$ cat src/rtl/crypto1_extend.sv
// -----------------------------------------------------------------------------
// crypto1_extend
//
// Purpose:
//   Extends each 20-bit Crypto1 filter-window candidate by one bit b in {0,1}.
//   For each b, the shifted window W = {cand[18:0], b} is passed through the
//   Crypto1 filter function f. If f(W) equals the keystream bit captured with
//   the candidate, {cand, b} is pushed into a small first-word-fall-through
//   survivor FIFO. After the candidate flagged as last, the block waits for
//   the FIFO to drain and then raises DONE until the next reset.
//
// Ports:
//   CLK        in   rising-edge clock
//   RESETn     in   synchronous active-low reset
//   KS_BIT     in   keystream bit, sampled together with the candidate
//   IN_DATA    in   [19:0] candidate filter window
//   IN_LAST    in   final candidate of the run
//   IN_VALID   in   candidate present
//   IN_READY   out  block accepts a candidate (IDLE and not DONE)
//   OUT_DATA   out  [20:0] survivor {cand, b} at FIFO head
//   OUT_VALID  out  FIFO not empty
//   OUT_READY  in   consumer pops the head survivor
//   DONE       out  run complete, sticky until reset
//   IN_COUNT   out  [15:0] accepted candidates (CRYPTO1_EXTEND_STATS_EN only)
//   OUT_COUNT  out  [15:0] FIFO pushes         (CRYPTO1_EXTEND_STATS_EN only)
//
// Configuration macro:
//   CRYPTO1_EXTEND_STATS_EN  adds the saturating IN_COUNT/OUT_COUNT counters.
// -----------------------------------------------------------------------------
module crypto1_extend #(
    parameter int FIFO_DEPTH = 4
) (
    input  logic        CLK,
    input  logic        RESETn,
    input  logic        KS_BIT,
    input  logic [19:0] IN_DATA,
    input  logic        IN_LAST,
    input  logic        IN_VALID,
    output logic        IN_READY,
    output logic [20:0] OUT_DATA,
    output logic        OUT_VALID,
    input  logic        OUT_READY,
`ifdef CRYPTO1_EXTEND_STATS_EN
    output logic [15:0] IN_COUNT,
    output logic [15:0] OUT_COUNT,
`endif
    output logic        DONE
);

    localparam int PTR_W = (FIFO_DEPTH > 1) ? $clog2(FIFO_DEPTH) : 1;
    localparam int CNT_W = PTR_W + 1;

    localparam logic [15:0] FA_TBL  = 16'h9E98;
    localparam logic [15:0] FB_TBL  = 16'hB48E;
    localparam logic [31:0] NLF_TBL = 32'hEC57E80A;

    // Crypto1 two-layer filter: five nibble lookups form the index into NLF.
    function automatic logic filt(input logic [19:0] x);
        logic [4:0] idx;
        idx = {FA_TBL[x[19:16]], FB_TBL[x[15:12]], FA_TBL[x[11:8]],
               FA_TBL[x[7:4]],   FB_TBL[x[3:0]]};
        return NLF_TBL[idx];
    endfunction

    typedef enum logic [1:0] {IDLE, EVAL0, EVAL1, FLUSH} state_t;

    state_t            state_q;
    logic [19:0]       cand_q;
    logic              last_q;
    logic              ks_q;
    logic              done_q;
    logic              in_ready_q;

    logic [20:0]       mem_q [FIFO_DEPTH];
    logic [PTR_W-1:0]  wr_ptr_q;
    logic [PTR_W-1:0]  rd_ptr_q;
    logic [CNT_W-1:0]  count_q;

    logic              evaluating;
    logic              eval_b;
    logic [19:0]       window;
    logic              want_push;
    logic              fifo_full;
    logic              fifo_nonempty;
    logic              pop;
    logic              push;
    logic              stall;
    logic              accept;

    assign evaluating    = (state_q == EVAL0) || (state_q == EVAL1);
    assign eval_b        = (state_q == EVAL1);
    assign window        = {cand_q[18:0], eval_b};
    assign want_push     = evaluating && (filt(window) == ks_q);
    assign fifo_full     = (count_q == CNT_W'(FIFO_DEPTH));
    assign fifo_nonempty = (count_q != '0);
    assign pop           = fifo_nonempty && OUT_READY;
    // A full FIFO still takes the push when the head is popped this cycle.
    assign push          = want_push && (!fifo_full || pop);
    assign stall         = want_push && !push;
    assign accept        = in_ready_q && IN_VALID;

    assign IN_READY  = in_ready_q;
    assign DONE      = done_q;
    assign OUT_VALID = fifo_nonempty;
    assign OUT_DATA  = mem_q[rd_ptr_q];

    always_ff @(posedge CLK) begin
        if (!RESETn) begin
            state_q    <= IDLE;
            cand_q     <= '0;
            last_q     <= 1'b0;
            ks_q       <= 1'b0;
            done_q     <= 1'b0;
            in_ready_q <= 1'b0;
            wr_ptr_q   <= '0;
            rd_ptr_q   <= '0;
            count_q    <= '0;
        end else begin
            case (state_q)
                IDLE: begin
                    if (accept) begin
                        cand_q     <= IN_DATA;
                        last_q     <= IN_LAST;
                        ks_q       <= KS_BIT;
                        in_ready_q <= 1'b0;
                        state_q    <= EVAL0;
                    end else begin
                        // Covers the first cycle after reset release.
                        in_ready_q <= 1'b1;
                    end
                end
                EVAL0: begin
                    if (!stall) begin
                        state_q <= EVAL1;
                    end
                end
                EVAL1: begin
                    if (!stall) begin
                        if (last_q) begin
                            state_q <= FLUSH;
                        end else begin
                            state_q    <= IDLE;
                            in_ready_q <= 1'b1;
                        end
                    end
                end
                FLUSH: begin
                    // Terminal state: DONE stays high until reset.
                    if (!fifo_nonempty) begin
                        done_q <= 1'b1;
                    end
                end
                default: state_q <= IDLE;
            endcase

            if (push) begin
                wr_ptr_q <= wr_ptr_q + PTR_W'(1);
            end
            if (pop) begin
                rd_ptr_q <= rd_ptr_q + PTR_W'(1);
            end
            if (push && !pop) begin
                count_q <= count_q + CNT_W'(1);
            end else if (pop && !push) begin
                count_q <= count_q - CNT_W'(1);
            end
        end
    end

    // Survivor storage; contents are don't-care while the slot is empty.
    always_ff @(posedge CLK) begin
        if (push) begin
            mem_q[wr_ptr_q] <= {cand_q, eval_b};
        end
    end

`ifdef CRYPTO1_EXTEND_STATS_EN
    logic [15:0] in_count_q;
    logic [15:0] out_count_q;

    always_ff @(posedge CLK) begin
        if (!RESETn) begin
            in_count_q  <= '0;
            out_count_q <= '0;
        end else begin
            if (accept && (in_count_q != 16'hFFFF)) begin
                in_count_q <= in_count_q + 16'd1;
            end
            if (push && (out_count_q != 16'hFFFF)) begin
                out_count_q <= out_count_q + 16'd1;
            end
        end
    end

    assign IN_COUNT  = in_count_q;
    assign OUT_COUNT = out_count_q;
`endif

endmodule

$ cat config.mk
export PLATFORM = sky130hd
export DESIGN_NAME = crypto1_extend
export DESIGN_NICKNAME = d
export VERILOG_FILES = /design/src/rtl/crypto1_extend.sv
export SDC_FILE = /design/constraint.sdc
export NUM_CORES = 1
export LEC_CHECK = 0
export ABC_AREA = 0
export CORE_ASPECT_RATIO = 1.5
export CORE_MARGIN = 5
export CORE_UTILIZATION = 43
export DETAILED_ROUTE_END_ITERATION = 7
export GPL_TIMING_DRIVEN = 0
export PLACE_DENSITY = 0.72
export SLEW_MARGIN = 20
export SYNTH_ARGS = -nofsm -noshare
export SYNTH_HDL_FRONTEND = slang
export SYNTH_SLANG_ARGS = --single-unit
$ cat constraint.sdc
create_clock -name CLK -period 3.9 [get_ports CLK]
set_input_delay 0.585 -clock CLK [delete_from_list [all_inputs] [get_ports CLK]]
set_output_delay 0.585 -clock CLK [all_outputs]
set_load 0.01 [all_outputs]
==> Yosys cells after proc, flatten, opt, wreduce, memory -nomap -nowiden <==
Memories as Yosys holds them, arrays and structs flattened. A register that Yosys moved wholly into a read port is not among the register bits.
Index checks and enable logic that the tools add are counted.
{ "classes": {"add_sub_neg": 4, "order_cmp": 6, "n_eq_ne": 9, "n_mux": 29, "n_bitwise": 1, "reduce_logical": 21} }
{ "op_table": {"columns": ["cell", "n"], "rows": [
  ["two-way mux 4 bit", 8],
  ["less-than comparator 4 x 5 -> 1 bit (second input constant)", 5],
  ["two-way mux 2 bit", 6],
  ["two-way mux 1 bit", 11],
  ["inequality test 2 bit (second input constant)", 4],
  ["logical AND 1 bit", 7],
  ["less-than comparator 5 x 6 -> 1 bit (second input constant)", 1],
  ["two-way mux 3 bit", 2],
  ["one-hot mux 2 bit (3 select lines)", 1],
  ["nonzero test 3 bit", 2],
  ["adder 2 x 1 -> 2 bit (second input constant)", 2],
  ["== test 2 bit (second input constant)", 2],
  ["AND reduction 2 bit", 2],
  ["AND reduction 4 bit", 1],
  ["nonzero test 2 bit", 2],
  ["adder 3 x 1 -> 3 bit (second input constant)", 1],
  ["== test 3 bit (second input constant)", 1],
  ["zero test 1 bit", 3],
  ["AND reduction 3 bit", 1],
  ["subtractor 3 x 1 -> 3 bit (second input constant)", 1],
  ["== test 2 x 1 -> 1 bit (second input constant)", 1],
  ["zero test 2 bit", 1],
  ["logical OR 1 bit", 2],
  ["one-hot mux 1 bit (2 select lines)", 1],
  ["other kinds (2)", 2]
]} }
{ "totals": {"register_bits": 33, "ram_bits": 84, "romBits": 112, "inputBits": 26, "out_inout_bits": 24, "elab_cells": 86, "memories": 7} }
{ "memory_table": {"columns": ["name", "words", "width", "read_ports", "rd_ports_with_merged_regs", "wr", "line_no", "rtl"], "rows": [
  ["mem_q", 4, 21, 1, 1, 1, "74", "logic [20:0] mem_q [FIFO_DEPTH];"],
  ["(name not given)", 32, 1, 1, 0, 0, "62", "return NLF_TBL[idx];"],
  ["(name not given)", 16, 1, 1, 0, 0, "61", "FA_TBL[x[7:4]], FB_TBL[x[3:0]]};"],
  ["(name not given)", 16, 1, 1, 1, 0, "61", null],
  ["(name not given)", 16, 1, 1, 1, 0, "60", "idx = {FA_TBL[x[19:16]], FB_TBL[x[15:12]], FA_TBL[x[11:8]],"],
  ["(name not given)", 16, 1, 1, 1, 0, "60", null],
  ["1 more memories", null, null, null, null, null, null, null]
]} }

==> Longest topological paths before layout <==
Gate-level depths: netlist of the first run.
{ "depth": {"ltp_word": 12, "ltp_mapped": 13, "mapped_depth_nobuf": 13} }

==> Least setup slack after synthesis of the first run <==
No wires, ideal clock.
{ "synth_timing": {"path_kind": "reg2reg", "start": "register state_q[0]", "end": "register count_q[2]", "setup_time_ps": 70, "arrival_time_ps": 2969, "t_required_ps": 3830, "path_slack_ps": 861, "path_stages_with_launch": 14, "n_path_buf": 0, "synth_period_minus_slack_ps": 3039, "cell_sequence": "dfxtp_1 > inv_1 > ha_1 > nand2b_1 > and3_1 > o31a_2 > o32a_2 > mux2_4 > ha_1 > inv_1 > fa_1 > xor2_1 > or3_1 > a21oi_1"} }
{ "synth_via": {"elab_chain_len": 11, "elab_cells_between_ends": 15, "cone_classes": "eq/ne (3); mux (3); reduce/logical (7); memory (2)"} }
{ "synth_lines": {"columns": ["item", "line_no", "rtl"], "rows": [
  ["start, declared", "67", "state_t state_q;"],
  ["start signal, assigned", "109", "state_q <= IDLE;"],
  ["start signal, assigned", "126", "state_q <= EVAL0;"],
  ["start signal, assigned", "134", "state_q <= EVAL1;"],
  ["== test 2 bit (*)", "91", "assign eval_b = (state_q == EVAL1);"],
  ["via eval_b", "80", "logic eval_b;"],
  ["memory read (16 x 1 bit)", null, null],
  ["two-way mux 1 bit (not written as such)", "61", null],
  ["memory read (32 x 1 bit)", null, null],
  ["two-way mux 1 bit (not written as such)", "62", null],
  ["== test 1 bit", "93", "assign want_push = evaluating && (filt(window) == ks_q);"],
  ["logical AND 1 bit (*)", "93", null],
  ["logical AND 1 bit (*)", "98", "assign push = want_push && (!fifo_full || pop);"],
  ["via push", "86", "logic push;"],
  ["zero test 1 bit", "164", "end else if (pop && !push) begin"],
  ["logical AND 1 bit", "164", null],
  ["nonzero test 2 bit (no line)", null, null],
  ["end signal, assigned", "163", "count_q <= count_q + CNT_W'(1);"],
  ["end signal, assigned", "165", "count_q <= count_q - CNT_W'(1);"],
  ["end, declared", "77", "logic [CNT_W-1:0] count_q;"]
]} }
Mark *: on every way through the listed nets, which the timed path passes. The rest lies on a longest branch. The select of a mux whose other input is x is not followed.
A chain may end at the register's enable or synchronous reset.

==> Worst setup path after layout of the first run <==
Same ends and word-level chain as after synthesis.

==> flow_summary_export.csv, run 1 <==
group,metric,value,unit
layout,drive_gt1_share,13.8,%
sta,fin_crit_sh,88.0,%
setup_path,slowest_delay,0.45,ns
global_routing,grt_start_max_net_pins,22,
layout,diodes,0,
detailed_routing,dr.pass1.iters,4,
detailed_routing,wl_per_cell,17.1,µm
placement,io_buffers,49,
floorplanning,rows,47,
placement,dpl.hpwl,6.52,mm
setup_path,path_cells,"inv_1, ha_1, nand2b_1, o21ai_0, nor3b_1, o32a_2, mux2_4, ha_1, inv_1, fa_1, xor2_1, or3_1, a21oi_1",
setup_path,path_class,"reg -> reg",
power_and_ir_drop,combPwrFrac,26.7,%
power_and_ir_drop,ir_drop,0.000414,V
clock_network,cts.sinks,123,
detailed_routing,drc_errors,0,
placement,gp_congestion,0.801,
job,cap_violations,0,
detailed_routing,drt_iter0_markers,113,
power_and_ir_drop,p_sw,1.19,mW
yosys,ys_ff_latch,123,
detailed_routing,ant_nets,0,
sta,max_freq,292,MHz
detailed_routing,dr_total_vias,2873,
layout,area_delta_synth_final,24.9,%
global_routing,grt_use_total,14.9,%
detailed_routing,viasPerCell,5.08,
detailed_routing,route.met2.wl,5.52,mm
yosys,synth_top_area_share,51.3,%
clock_network,ctsResizeCount,0,
power_and_ir_drop,power.total,4.33,mW
detailed_routing,met3_length,459,µm
clock_network,clk_path_buf_depth,2,
global_routing,grt_pass1_vias,3050,
power_and_ir_drop,internal_power,3.14,mW
sta,worst_slew_pin_slew,0.688,ns
setup_path,worstPathRequired,4.24,ns
yosys,yosysWarnings,0,
clock_network,cts_root_buf,"clkbuf_16",
floorplanning,ioPinCount,50,
worst_hold_path,min_path_type,"reg -> reg",
sta,setup_tns,0,ns
clock_network,postCtsSetupRepairBufs,0,
power_and_ir_drop,pwr-share-seq,40.1,%
sta,grt_setup_unrepaired,"no",
sta,final_hold_viol_count,0,
yosys,synth_cells,338,
yosys,synth-seq-area-share,67.2,%
floorplanning,die_w,97.3,µm
clock_network,cts_tree,"built",
sta,finClkSkew,0.00971,ns
yosys,yosysTopAreaCell,"edfxtp_1",
yosys,synthesis.area,4910,µm²
floorplanning,start_util,44.2,%
sta,slew_headroom,54.1,%
setup_path,crit_slowest_cell,"o32a_2",
floorplanning,dieArea,13700,µm²
power_and_ir_drop,power.density,706,nW/µm²
status,status,"complete, no violations",
setup_path,start_kind,"flip-flop",
detailed_routing,wl_met1,3.54,mm
clock_network,clk_pin_slew,0.05,ns
global_routing,grt_overflow,0,
detailed_routing,top_layer_used,"met4",
detailed_routing,wl,9.68,mm
floorplanning,coreArea,11100,µm²
clock_network,cts_buffers,17,
yosys,synth_cell_types,34,
clock_network,ctsHoldBuffers,0,
setup_path,cp-end-kind,"flip-flop",
sta,drv_slew,0,
power_and_ir_drop,switching_share,27.4,%
yosys,syn_area_per_cell,14.5,µm²
sta,min_period,3.43,ns
yosys,synth_nets,380,
floorplanning,fp.dieH,141,µm
setup_path,critPathMaxFanout,10,
setup_path,arrival,3.77,ns
sta,finalSetupViolations,0,
clock_network,clkLatencyLatePin,0.41,ns
power_and_ir_drop,pwr-share-clk,33.2,%
global_routing,antenna_found_initial,0,
global_routing,grt_first_pass_wirelength,15.5,mm
layout,final_nets,448,
clock_network,htreeDepth,4,
yosys,yosys-top-cells-area,"edfxtp_1, dfxtp_1, mux4_2",
power_and_ir_drop,power_leakage,2.11,nW
[final cells by class]
type | count | area [µm²]
Clock inverter | 11 | 104
Sequential cell | 123 | 3300
Inverter | 17 | 63.8
Multi-Input combinational cell | 185 | 1500
Timing Repair Buffer | 49 | 490
Buffer | 13 | 51.3
Fill cell | 890 | 4980
Tap cell | 147 | 184
Clock buffer | 21 | 440
[layer usage]
metal / up-vias / global-route usage (%)
met5: - / 0
li1: 1383 / -
met2: 65 / 28.2
met3: 14 / 3.95
met4: 0 / 6.56
met1: 1411 / 15.3
[power by group through the flow]
stage	Clock, mW	Combinational [mW]	Sequential, mW
CTS	1.46	1.18	1.74
global placement	0	1.15	1.74
global route	1.52	1.27	1.76
floorplan	0	0.723	1.73
detailed placement	0	1.17	1.76
finish	1.44	1.16	1.74
[cell families (layout without fill, tap and decap cells)]
group	Yosys count	in the layout	share of synthesized area, %
DFF	123	123	67.2
and+or+nand+nor	87	87	7.79
AOI/OAI and AO/OA	44	44	5.42
muxes	31	31	11.8
buffers and inverters	30	111	2.34
adders and majority gates	16	16	4.23
xor gates and xnor gates	7	7	1.25
[per-stage QoR]
stage / util, % / area, µm² / worst slack, ns / hold slack [ns] / instances
3_3_place_gp: 50.3 / 5590 / 0.440 / 0.467 / 534
6_report: 55.2 / 6140 / 0.470 / 0.474 / 566
5_1_grt: 55.2 / 6140 / 0.290 / 0.517 / 566
3_5_place_dp: 50.3 / 5590 / 0.426 / 0.469 / 534
4_1_cts: 55.2 / 6140 / 0.454 / 0.478 / 566
2_1_floorplan: - / 4910 / 0.861 / 0.449 / 338
[critical path: cells and delay by family (launching register included)]
family / cells / cell delay, ns
AO/OA/AOI/OAI: 3 / 0.96
adder cells (fa/ha/maj): 3 / 0.95
AND/OR/NAND/NOR: 3 / 0.51
flip-flops: 1 / 0.34
multiplexers: 1 / 0.27
XOR/XNOR: 1 / 0.18
buffers and inverters: 2 / 0.15
[state kept, by name, indices dropped and copies added, names as in the netlist, named ones only]
name,count
cand_q,20
wr_ptr_q,2
rd_ptr_q,2
last_q,1
IN_READY,1
mem_q,84
count_q,3
ks_q,1
state_q,2
DONE,1
[layout by cell type, fill, tap and decap left out]
master | Yosys | layout
o31a_2 | 2 | 2
nor4b_1 | 1 | 1
nor3b_1 | 1 | 1
a211oi_1 | 1 | 1
mux2i_1 | 9 | 9
xnor2_1 | 3 | 3
ha_1 | 15 | 15
o41ai_2 | 1 | 1
inv_1 | 17 | 17
mux4_2 | 21 | 21
edfxtp_1 | 84 | 84
bufinv_16 | 0 | 2
xor2_1 | 4 | 4
nand3b_1 | 1 | 1
o32a_2 | 1 | 1
buf_2 | 2 | 2
clkbuf_1 | 9 | 13
clkinv_1 | 0 | 3
buf_1 | 2 | 2
or3_1 | 1 | 1
o32ai_1 | 1 | 1
nand3_1 | 3 | 3
dfxtp_1 | 39 | 39
a221oi_2 | 1 | 1
fa_1 | 1 | 1
nand2_1 | 50 | 50
nand2b_1 | 5 | 5
a21oi_1 | 32 | 32
mux2_4 | 1 | 1
clkinvlp_4 | 0 | 1
a21o_1 | 1 | 1
nor3_1 | 2 | 2
nor2_1 | 14 | 14
nor4_1 | 2 | 2
clkinv_2 | 0 | 5
and3_1 | 3 | 3
clkdlybuf4s50_1 | 0 | 49
and2_2 | 0 | 4
o21ai_0 | 4 | 4
clkbuf_16 | 0 | 17
[cells in the mapped netlist, drive strengths merged]
library cell / number
edfxtp: 84
nand2: 50
dfxtp: 39
a21oi: 32
mux4: 21
inv: 17
ha: 15
nor2: 14
clkbuf: 9
mux2i: 9
nand2b: 5
and2: 4
buf: 4
o21ai: 4
xor2: 4
and3: 3
nand3: 3
xnor2: 3
nor3: 2
nor4: 2
o31a: 2
a211oi: 1
a21o: 1
a221oi: 1
fa: 1
mux2: 1
nand3b: 1
nor3b: 1
nor4b: 1
o32a: 1
o32ai: 1
o41ai: 1
or3: 1
[worst paths after layout]
path | slack (ns) | from | to | depth (start not counted)
hold reg to reg | 0.47 | DONE | DONE | 2
hold / removal | 0.47 | DONE | DONE | 2
setup / recovery | 0.47 | state_q[0] | count_q[2] | 13
setup reg to reg | 0.47 | state_q[0] | count_q[2] | 13
(Power assumes the default switching activity.)
==> run 2, diff against run 1 <==
--- a/config.mk
+++ b/config.mk
@@ -6,6 +6,7 @@
 export NUM_CORES = 1
 export LEC_CHECK = 0
 export ABC_AREA = 0
+export ABC_CLOCK_PERIOD_IN_PS = 3900
 export CORE_ASPECT_RATIO = 1.5
 export CORE_MARGIN = 5
 export CORE_UTILIZATION = 43
@@ -16,3 +17,4 @@
 export SYNTH_ARGS = -nofsm -noshare
 export SYNTH_HDL_FRONTEND = slang
 export SYNTH_SLANG_ARGS = --single-unit
+export TNS_END_PERCENT = 10
==> results of run 2 <==
The final DEF is identical to that of run 1; final timing and power are the same.
==> run 3, diff against run 2 <==
--- a/config.mk
+++ b/config.mk
@@ -8,7 +8,7 @@
 export ABC_AREA = 0
 export ABC_CLOCK_PERIOD_IN_PS = 3900
 export CORE_ASPECT_RATIO = 1.5
-export CORE_MARGIN = 5
+export CORE_MARGIN = 4
 export CORE_UTILIZATION = 43
 export DETAILED_ROUTE_END_ITERATION = 7
 export GPL_TIMING_DRIVEN = 0
==> flow_summary_export.csv, run 3 (same netlist as run 1, synthesis figures left out) <==
group,metric,value,unit
status,status,"complete, no violations",
sta,max_freq,284,MHz
setup_path,path_class,"reg -> reg",
power_and_ir_drop,internal_power,3.35,mW
power_and_ir_drop,pwr-share-seq,38.0,%
power_and_ir_drop,power_leakage,2.15,nW
detailed_routing,wl,9.93,mm
detailed_routing,ant_nets,0,
job,cap_violations,0,
clock_network,ctsResizeCount,0,
clock_network,postCtsSetupRepairBufs,0,
layout,final_cell_mix,"edfxtp_1, nand2_1, clkdlybuf4s50_1, dfxtp_1, a21oi_1",
clock_network,clk_path_buf_depth,2,
global_routing,antenna_found_initial,0,
sta,grt_setup_unrepaired,"no",
layout,area_delta_synth_final,26.7,%
clock_network,cts_root_buf,"clkbuf_16",
layout,instances_no_fill,566,
power_and_ir_drop,combPwrFrac,25.6,%
clock_network,clk_pin_slew,0.06,ns
global_routing,grt_overflow,0,
floorplanning,coreArea,11100,µm²
layout,largest_reg_flops,84,
placement,dpl.hpwl,6.57,mm
sta,min_period,3.52,ns
detailed_routing,drc_errors,0,
clock_network,htreeDepth,4,
global_routing,grt_use_total,16.4,%
clock_network,ctsHoldBuffers,0,
global_routing,grt_first_pass_wirelength,16.0,mm
sta,slew_headroom,50.8,%
setup_path,reg2reg_slack,0.38,ns
detailed_routing,dr_total_vias,2932,
placement,place_inst,534,
detailed_routing,viasPerCell,5.18,
sta,fin_crit_sh,90.2,%
clock_network,cts_tree,"built",
setup_path,cp-end-kind,"flip-flop",
setup_path,worstPathRequired,4.23,ns
layout,n_fill_cell,854,
power_and_ir_drop,power.density,734,nW/µm²
power_and_ir_drop,pwr-share-clk,36.5,%
floorplanning,ioPinCount,50,
detailed_routing,wl_per_cell,17.5,µm
power_and_ir_drop,ir_drop,0.000582,V
clock_network,clkLatencyLatePin,0.40,ns
floorplanning,start_util,44.2,%
placement,io_buffers,49,
placement,placed_cell_area,5590,µm²
sta,drv_slew,0,
setup_path,start_kind,"flip-flop",
layout,reg_top3,"mem_q x84, cand_q x20, count_q x3",
global_routing,grt_start_max_net_pins,22,
floorplanning,fp.dieH,139,µm
setup_path,critPathMaxFanout,10,
clock_network,cts.sinks,123,
worst_hold_path,min_path_type,"reg -> reg",
layout,diodes,0,
layout,final_common_cell,"edfxtp_1",
layout,drive_gt1_share,15.0,%
detailed_routing,dr.pass1.iters,4,
placement,gp_congestion,0.760,
power_and_ir_drop,p_sw,1.22,mW
floorplanning,dieArea,13200,µm²
setup_path,arrival,3.85,ns
floorplanning,rows,47,
layout,max_flop_register,"mem_q",
sta,final_hold_viol_count,0,
sta,setup_tns,0,ns
sta,worst_slew_pin_slew,0.728,ns
detailed_routing,drt_iter0_markers,169,
sta,finalSetupViolations,0,
global_routing,grt_pass1_vias,3140,
layout,final_nets,448,
floorplanning,die_w,95.3,µm
sta,finClkSkew,0.00675,ns
clock_network,cts_buffers,17,
power_and_ir_drop,power.total,4.57,mW
power_and_ir_drop,switching_share,26.7,%
layout,final_area,6230,µm²
[run 3: worst max-delay path, stage by stage (launching register included)]
cell	delay (ns)
dfxtp_1	0.34
inv_1	0.10
ha_1	0.39
nand2b_1	0.11
o21ai_0	0.39
nor3b_1	0.11
o32a_2	0.45
mux2_4	0.28
ha_1	0.19
inv_1	0.06
fa_1	0.38
xor2_1	0.18
or3_1	0.31
a21oi_1	0.15
[run 3: final cells by class]
| class | instances | area, µm² | area share (%) |
|---|---|---|---|
| flip-flops and latches | 123 | 3300 | 53.1 |
| multi-input cells | 185 | 1500 | 24.1 |
| repair buffers | 49 | 490 | 7.88 |
| clock buffers | 19 | 433 | 6.95 |
| clock inverters | 13 | 199 | 3.20 |
| well taps | 147 | 184 | 2.95 |
| inverters | 17 | 63.8 | 1.02 |
| plain buffers | 13 | 51.3 | 0.824 |
[run 3: worst paths after layout]
kind	from	end	cells after the start
setup reg to reg	state_q[0]	count_q[2]	13
setup / recovery	state_q[0]	count_q[2]	13
hold / removal	DONE	DONE	2
hold reg to reg	DONE	DONE	2
[run 3: through the flow]
step	utilization [%]	worst slack [ns]	hold WS (ns)
floorplan	-	0.861	0.449
global placement	50.3	0.442	0.460
detailed placement	50.3	0.371	0.464
CTS	56.0	0.396	0.481
global route	56.0	0.249	0.520
finish	56.0	0.383	0.474
[run 3: power groups by stage]
stage / sequential (mW) / combinational, mW / clock [mW]
3_5_place_dp: 1.76 / 1.18 / 0
2_1_floorplan: 1.73 / 0.723 / 0
6_report: 1.73 / 1.17 / 1.67
4_1_cts: 1.73 / 1.19 / 1.68
5_1_grt: 1.76 / 1.28 / 1.75
3_3_place_gp: 1.74 / 1.15 / 0
[run 3: routing by layer]
layer / vias to the layer above / wire [µm] / global-route usage, %
met4: 0 / 112 / 5.93
met5: - / 0 / 0
met1: 1474 / 3750 / 17.4
li1: 1387 / - / -
met3: 10 / 412 / 4.89
met2: 61 / 5650 / 29.9
